==> src/rtl/upuart_tx_if.sv <==
// TX FIFO read port between a show-ahead FIFO and the UART transmitter.
// Latency: none, plain wires.
// Backpressure: the consumer pops with a one-cycle fifo_rd strobe only when fifo_empty is low.
//
// Signals:
//   fifo_data  - head word of the FIFO, valid whenever fifo_empty is low
//   fifo_empty - FIFO has no word to offer
//   fifo_rd    - one-cycle pop strobe from the consumer
// Modports: master = the consumer (UART), slave = the FIFO.
interface upuart_tx_if;
    logic [7:0] fifo_data;
    logic       fifo_empty;
    logic       fifo_rd;

    modport master (
        input  fifo_data,
        input  fifo_empty,
        output fifo_rd
    );

    modport slave (
        output fifo_data,
        output fifo_empty,
        input  fifo_rd
    );
endinterface

==> src/rtl/upuart_tx.sv <==
// 8-bit UART transmitter: start, 8 data bits LSB first, optional parity, 1 or 2 stop bits.
// Latency: start bit on txd the cycle after the fifo_rd pop; each bit lasts divisor+1 clocks.
// Backpressure: pops only when enable=1 and the FIFO is non-empty; frames in flight always complete.
//
// Ports:
//   clk, rst          - single clock, synchronous active-high reset
//   enable            - permits starting new frames (never aborts a running one)
//   divisor           - bit period minus one, in clocks
//   parity_en         - append a parity bit after the data bits
//   parity_odd        - 1 = odd parity, 0 = even parity
//   stop2             - 1 = two stop bits, 0 = one stop bit
//   fifo              - TX FIFO read port (show-ahead data, empty flag, pop strobe)
//   txd               - serial line, idle high
//   busy              - high while a frame is on the line
module upuart_tx #(
    parameter int DIV_WIDTH = 16
) (
    input  logic                 clk,
    input  logic                 rst,
    input  logic                 enable,
    input  logic [DIV_WIDTH-1:0] divisor,
    input  logic                 parity_en,
    input  logic                 parity_odd,
    input  logic                 stop2,
    upuart_tx_if.master          fifo,
    output logic                 txd,
    output logic                 busy
);

    typedef enum logic [2:0] {
        IDLE,
        START,
        DATA,
        PARITY,
        STOP
    } state_t;

    localparam logic [DIV_WIDTH-1:0] CNT_ONE = {{(DIV_WIDTH-1){1'b0}}, 1'b1};

    state_t               state_q;
    logic [DIV_WIDTH-1:0] div_q;        // divisor frozen for the current frame
    logic [DIV_WIDTH-1:0] cnt_q;        // clocks left in the current bit, minus one
    logic [7:0]           shift_q;      // data byte, shifted right as bits go out
    logic [2:0]           bit_idx_q;
    logic                 par_en_q;
    logic                 par_bit_q;    // parity bit, precomputed at capture
    logic                 stop2_q;
    logic                 stop_left_q;  // a second stop bit still follows the current one
    logic                 txd_q;
    logic                 busy_q;

    logic                 bit_end;
    logic                 last_stop;
    logic                 pop_d;

    assign bit_end   = (cnt_q == '0);
    assign last_stop = (state_q == STOP) && bit_end && !stop_left_q;

    // The pop strobe has to react to fifo_empty in the same cycle it is
    // asserted, so it is decoded from registered state rather than registered
    // itself. The reset term keeps the FIFO untouched while rst is high.
    assign pop_d = !rst && enable && !fifo.fifo_empty &&
                   ((state_q == IDLE) || last_stop);

    assign fifo.fifo_rd = pop_d;
    assign txd          = txd_q;
    assign busy         = busy_q;

    always_ff @(posedge clk) begin
        if (rst) begin
            state_q     <= IDLE;
            div_q       <= '0;
            cnt_q       <= '0;
            shift_q     <= '0;
            bit_idx_q   <= '0;
            par_en_q    <= 1'b0;
            par_bit_q   <= 1'b0;
            stop2_q     <= 1'b0;
            stop_left_q <= 1'b0;
            txd_q       <= 1'b1;
            busy_q      <= 1'b0;
        end else if (pop_d) begin
            // Pop from IDLE or from the last clock of the final stop bit:
            // latch the byte and the whole line configuration so later input
            // changes cannot disturb this frame.
            state_q     <= START;
            shift_q     <= fifo.fifo_data;
            div_q       <= divisor;
            cnt_q       <= divisor;
            bit_idx_q   <= '0;
            par_en_q    <= parity_en;
            par_bit_q   <= (^fifo.fifo_data) ^ parity_odd;
            stop2_q     <= stop2;
            stop_left_q <= 1'b0;
            txd_q       <= 1'b0;
            busy_q      <= 1'b1;
        end else begin
            case (state_q)
                IDLE: begin
                    txd_q  <= 1'b1;
                    busy_q <= 1'b0;
                end

                START: begin
                    if (bit_end) begin
                        state_q   <= DATA;
                        cnt_q     <= div_q;
                        bit_idx_q <= '0;
                        txd_q     <= shift_q[0];
                    end else begin
                        cnt_q <= cnt_q - CNT_ONE;
                    end
                end

                DATA: begin
                    if (bit_end) begin
                        cnt_q <= div_q;
                        if (bit_idx_q == 3'd7) begin
                            if (par_en_q) begin
                                state_q <= PARITY;
                                txd_q   <= par_bit_q;
                            end else begin
                                state_q     <= STOP;
                                txd_q       <= 1'b1;
                                stop_left_q <= stop2_q;
                            end
                        end else begin
                            // txd shows shift_q[0]; the next bit sits at [1].
                            bit_idx_q <= bit_idx_q + 3'd1;
                            shift_q   <= {1'b0, shift_q[7:1]};
                            txd_q     <= shift_q[1];
                        end
                    end else begin
                        cnt_q <= cnt_q - CNT_ONE;
                    end
                end

                PARITY: begin
                    if (bit_end) begin
                        state_q     <= STOP;
                        cnt_q       <= div_q;
                        txd_q       <= 1'b1;
                        stop_left_q <= stop2_q;
                    end else begin
                        cnt_q <= cnt_q - CNT_ONE;
                    end
                end

                STOP: begin
                    if (bit_end) begin
                        if (stop_left_q) begin
                            stop_left_q <= 1'b0;
                            cnt_q       <= div_q;
                        end else begin
                            // Back-to-back continuation is taken by the pop
                            // branch above; reaching here means no new frame.
                            state_q <= IDLE;
                            txd_q   <= 1'b1;
                            busy_q  <= 1'b0;
                        end
                    end else begin
                        cnt_q <= cnt_q - CNT_ONE;
                    end
                end

                default: begin
                    state_q <= IDLE;
                    txd_q   <= 1'b1;
                    busy_q  <= 1'b0;
                end
            endcase
        end
    end

endmodule

==> src/flat_wrapper.sv <==
// flat-port wrapper written by rule: the top's interface ports become plain ports
module upuart_tx_flat 
#(
    parameter int DIV_WIDTH = 16
)
  (clk, rst, enable, divisor, parity_en, parity_odd, stop2, txd, busy, fifo_fifo_data, fifo_fifo_empty, fifo_fifo_rd);
  upuart_tx_if fifo_i ();
  input  logic clk;
  input  logic rst;
  input  logic enable;
  input  logic [DIV_WIDTH-1:0] divisor;
  input  logic parity_en;
  input  logic parity_odd;
  input  logic stop2;
  output logic txd;
  output logic busy;
  input wire logic [$bits(fifo_i.fifo_data)-1:0] fifo_fifo_data;
  input wire logic [$bits(fifo_i.fifo_empty)-1:0] fifo_fifo_empty;
  output wire logic [$bits(fifo_i.fifo_rd)-1:0] fifo_fifo_rd;
  assign fifo_i.fifo_data = fifo_fifo_data;
  assign fifo_i.fifo_empty = fifo_fifo_empty;
  assign fifo_fifo_rd = fifo_i.fifo_rd;
  upuart_tx #(.DIV_WIDTH(DIV_WIDTH)) u_core (.clk(clk), .rst(rst), .enable(enable), .divisor(divisor), .parity_en(parity_en), .parity_odd(parity_odd), .stop2(stop2), .fifo(fifo_i), .txd(txd), .busy(busy));
endmodule
==> config.mk <==
export PLATFORM = sky130hd
export DESIGN_NAME = upuart_tx_flat
export DESIGN_NICKNAME = d
export VERILOG_FILES = /design/src/rtl/upuart_tx_if.sv /design/src/rtl/upuart_tx.sv /design/src/flat_wrapper.sv
export SDC_FILE = /design/constraint.sdc
export NUM_CORES = 1
export LEC_CHECK = 0
export CAP_MARGIN = 5
export CORE_MARGIN = 8
export CORE_UTILIZATION = 40
export CTS_CLUSTER_DIAMETER = 60
export DETAILED_ROUTE_END_ITERATION = 10
export DONT_BUFFER_PORTS = 1
export PLACE_DENSITY = 0.64
export SYNTH_ARGS = -nofsm -noshare
export SYNTH_HDL_FRONTEND = slang
export SYNTH_SLANG_ARGS = --single-unit
==> constraint.sdc <==
create_clock -name clk -period 4 [get_ports clk]
set_clock_uncertainty 0.2 [all_clocks]
set_input_delay 0.6 -clock clk [delete_from_list [all_inputs] [get_ports clk]]
set_output_delay 0.6 -clock clk [all_outputs]
set_load 0.02 [all_outputs]
# Word-level counts from Yosys, hierarchy flattened
# Index checks and enable logic that the tools add are counted.
# classes
mux	41
eq_ne	23
reduce_logical	27
n_addsub	2
n_bitwise	2
# op_table
op	count
$mux W16	4
$mux W8	4
$pmux W16 S2	1
$mux W3	10
$mux W1	17
$logic_not A16 Y1	1
$sub A16 B1 Y16 const B	1
$ne A3 B2 Y1 const B	5
$pmux W3 S5	1
$reduce_and A7 Y1	2
$ne A2 B1 Y1 const B	6
$ne A2 B2 Y1 const B	5
$reduce_xor A8 Y1	1
$eq A3 B2 Y1 const B	2
$eq A3 B3 Y1 const B	2
$pmux W3 S2	1
$reduce_and A3 Y1	2
$reduce_and A6 Y1	1
$reduce_bool A2 Y1	3
$reduce_bool A3 Y1	2
$logic_and A1 B1 Y1	5
$reduce_and A5 Y1	1
$ne A4 B3 Y1 const B	1
$pmux W1 S4	1
14 further kinds	16
# word_totals
inputBits	31
elab_cells	107
regBits	52
output_inout_bits	3

# Logic depth before layout (Yosys ltp)
# Gate-level depths: netlist (run 1).
# depth
word_depth	7
mapped_depth	9
ltp_nobuf	8

# Worst setup path before layout (run 1)
# No wires, ideal clock.
# synth_timing
path_type	reg-to-output
startpoint	register u_core.cnt_q[0]
endpoint	output port fifo_fifo_rd
stages_incl_launch_ff	8
t_required_ps	3200
path_buffers	1
setup_slack_ps	874
arrival_time_ps	2326
path_cell_list	dfxtp_1 -> inv_1 -> ha_1 -> or4b_1 -> or4_4 -> a21o_1 -> inv_2 -> clkbuf_1
# synth_between
elab_chain_len	5
# synth_rtl
element	line_no	source
from (decl)	upuart_tx.sv:42	logic [DIV_WIDTH-1:0] cnt_q;
from (signal assigned)	upuart_tx.sv:89	cnt_q <= divisor;
from (signal assigned)	upuart_tx.sv:107	cnt_q <= div_q;
from (signal assigned)	upuart_tx.sv:111	cnt_q <= cnt_q - CNT_ONE;
$logic_not A16 Y1	upuart_tx.sv:56	assign bit_end = (cnt_q == '0);
$logic_and A1 B1 Y1 (2 in a row)	upuart_tx.sv:57	assign last_stop = (state_q == STOP) && bit_end && !stop_left_q;
$logic_or A1 B1 Y1	upuart_tx.sv:63	((state_q == IDLE) || last_stop);
$logic_and A1 B1 Y1	upuart_tx.sv:62	assign pop_d = !rst && enable && !fifo.fifo_empty &&
to (decl)	flat_wrapper.sv:19	output wire logic [$bits(fifo_i.fifo_rd)-1:0] fifo_fifo_rd;
# Every way passes these cells.

# Final worst setup path (run 1)
# Ends and elaborated chain as after synthesis.

==> results.md, run 1 <==
- Vias per cell: 5.940
- Post-route setup TNS: 0 ns
- Placement Setup Slack: 0.8266 ns
- N_diodes: 0
- GPL Wtd Cong: 0.8114
- Max Freq: 284.5 MHz
- Initial antenna violation count: 0
- Async set or reset register ratio after synthesis: 0%
- Critical path type: reg2out
- Distinct cells, synth: 47
- DRC: 0
- CP arrival: approximately 2.7 ns
- Row Count: 30
- Total GRT Usage: 14.28%
- Number of synthesized register bits: 52
- Lkg Pwr: 1.016 nW
- Slew Limit Fails: 0
- Worst Setup Start Kind: register
- Final setup margin: 0.4846 ns
- Logic pwr share: 34.1%
- Die W: about 98 um
- CTS root buffer: clkbuf_8
- Reg power frac: between 40% and 50%
- Min Clock Period, post-route: 3.515 ns
- Critical path cell sequence: inv_1 -> ha_1 -> or4b_1 -> or4_4 -> a21o_1 -> inv_2
- Clock Tree Buf Depth: 2
- Synth Net Count: roughly 370
- Clock transition at the registers of the reported paths: 0.09 ns
- # IOs: 34
- CP delay by family, top: simple AND/OR/NAND/NOR gates
- Die area: 9628 um^2
- Grt ovf: 0
- Nets: 357
- P_sw: 490.5 uW
- Status: finished, final reports clean
- CTS tree: yes
- Post-Syn Area: ~2700 um^2
- Endpoints failing setup: 0
- Final worst-path cycle share: 87.88%
- PD cells: 495.3 nW/um^2
- EDFF count, synth: 0
- Number of I/O port buffers: 0
- Worst slew pin tran: ~0.85 ns
- WP data required: 3.20 ns
- Core Area: 6644 um^2
- DRT Wirelength: 6665 um
- Slowest stage cell on the critical path: or4_4
- Max-Cap Viols: 0
- Crit-path max FO: 29
- Pint: 889.7 uW
- Pre-antenna DRT Iters: 4
- Reg2Reg Setup Slack: 0.83 ns
- Synth top area share: 38.59%
- Clk_lat worst skew: 0.30 ns
- Antenna-violating nets left: 0
- Cts hold-fix bufs: 0
- Vias in the first global route: 2316
- Final hold vios: 0
- Placed cells: ~400
- Num Clock Sinks: 52
- VDD IR-drop max: 0.1884 mV
- Main synth FF type: dfxtp_1
- RSZ-0062 raised after global routing: no
- Rel. slew slack: 43.28%
- Clock power share: about a fifth
- WL/cell: 16.54 um
- Register area share after synthesis: 38.59%
- P&R area growth vs syn: 3.293%
- Switch share: 35.54%
- Buf+Inv Stages, Crit Path: 2
- Gates resized, CTS repair: 0
- Worst Hold Class: in2reg
- First-pass GRT wire length: around 11000 um
- Syn_area_per_cell: 7.957 um^2
- Synth area leader: dfxtp_1
- H-tree levels: 2
- Syn. warnings: 0
- Top cells by area, synth: dfxtp_1 (39%), nand2_1 (6.7%), nand3_1 (4.3%), a21oi_1 (3.9%), o21ai_0 (3.7%)
- Via count: around 2400
- Slowest stage delay, CP: 0.61 ns
- Fill cells: 663
- Starting DRC count in detailed routing: 179
- Fin cells: 403
- Layout cells sized above 1: 5.263%
- Largest net degree at the start of global routing: 39
- Total CTS buffers: 5
- Hpwl dp: 4542 um
- Worst setup EP type: output pin
- Initial Util: 40.60%
- Post-CTS Setup Bufs: 0
- Post-Synthesis Cells: 339
- Die height: 98.12 um
cell families after synthesis:
logic type	count (synthesis)	synth area share, %
muxes	3	1.113
buffers and inverters	36	5.659
DFF	52	38.59
AOI/OAI and AO/OA	91	21.89
adders and majority gates	3	1.392
xor gates and xnor gates	17	5.519
and+or+nand+nor	137	25.83
cell type report:
cell class	count	area, um^2	area share [%]
Clock buffer	6	72.57	2.604
Clock inverter	1	5.005	0.1796
Inverter	9	33.78	1.212
Multi-Input combinational cell	251	1504	53.97
Sequential cell	52	1041	37.36
Tap cell	80	100.1	3.592
Timing Repair Buffer	4	30.03	1.078
registers in the layout (all words and copies together) (netlist names):
register,cells
u_core.cnt_q,16
u_core.div_q,16
u_core.shift_q,8
u_core.bit_idx_q,3
u_core.state_q,3
u_core.busy,1
u_core.par_bit_q,1
u_core.par_en_q,1
u_core.stop2_q,1
u_core.stop_left_q,1
u_core.txd,1
cells in the final DEF (no fill, tap or decap), types with 8 or more instances in the layout:
cell	Yosys	final
a31oi_1	8	8
dfxtp_1	52	52
o211ai_1	10	10
nand3_1	23	23
a21oi_1	21	21
nand2_1	48	48
o21ai_0	20	20
nor4_1	9	9
inv_1	8	8
nor3_1	10	10
xnor2_1	10	10
nor2_1	18	18
worst paths after layout:
check / start / end / cells after the start
setup / recovery: u_core.cnt_q[0] / fifo_fifo_rd / 6
hold / removal: rst / u_core.stop2_q / 1
setup reg to reg: u_core.cnt_q[0] / u_core.cnt_q[15] / 9
hold reg to reg: u_core.div_q[13] / u_core.div_q[13] / 2
cells in the mapped netlist, types with 2 or more instances:
cell,number
buf_2,8
xnor2_1,10
clkbuf_1,16
and2_1,3
a211o_1,4
nor2_1,18
nor3_1,10
a211oi_1,5
nand3_1,23
nand4b_1,3
a311oi_1,4
or4_4,2
inv_1,8
a21o_1,2
nand2_1,48
dfxtp_1,52
xor2_1,7
o31ai_1,2
ha_1,3
a22oi_1,7
o32ai_1,2
nor3b_1,2
a31oi_1,8
mux2i_1,3
a21oi_1,21
a2111oi_0,2
buf_1,2
o21ai_0,20
o211ai_1,10
or3_1,4
nor4_1,9
or4_1,6
metal layers:
metal  vias to the layer above  part of all wire (%)  GRT usage [%]
met1                      1131                    47          18.01
li1                       1208                     -              -
met4                         0                   1.9          6.355
met3                         8                   5.2          3.201
met2                        47                    46          22.66
met5                         -                     0              0
worst reg2reg max path: cells and delay by family, from the launching register on:
family                   cells  cell delay (ns)
AO/OA/AOI/OAI                3             0.43
flip-flops                   1             0.36
buffers and inverters        3             0.78
adder cells (fa/ha/maj)      1             0.18
AND/OR/NAND/NOR              2             1.15
metrics by stage:
| stage | cell area (um^2) | hold slack [ns] | power (mW) | util [%] |
|---|---|---|---|---|
| final | 2786 | 0.1564 | 1.380 | 41.94 |
| after global routing | 2786 | 0.1337 | 1.480 | 41.94 |
| after detailed placement | 2709 | 0.2464 | 1.100 | 40.77 |
| after floorplan | 2698 | 0.2341 | 1.026 | - |
| after global placement | 2709 | 0.2413 | 1.090 | 40.77 |
| after CTS | 2786 | 0.1431 | 1.389 | 41.94 |
power by group through the flow:
stage | sequential [mW] | combinational (mW) | clock, mW
final | 0.623 | 0.470 | 0.287
after global routing | 0.631 | 0.530 | 0.320
after CTS | 0.621 | 0.470 | 0.298
after detailed placement | 0.633 | 0.467 | 0
after global placement | 0.630 | 0.461 | 0
after floorplan | 0.608 | 0.419 | 0
Power figures use the tool's default switching activity.
==> run 2, diff against run 1 <==
Settings changed: HOLD_SLACK_MARGIN from default to 0.03.
==> results of run 2 <==
Final layout, timing and power as in run 1 (identical DEF).
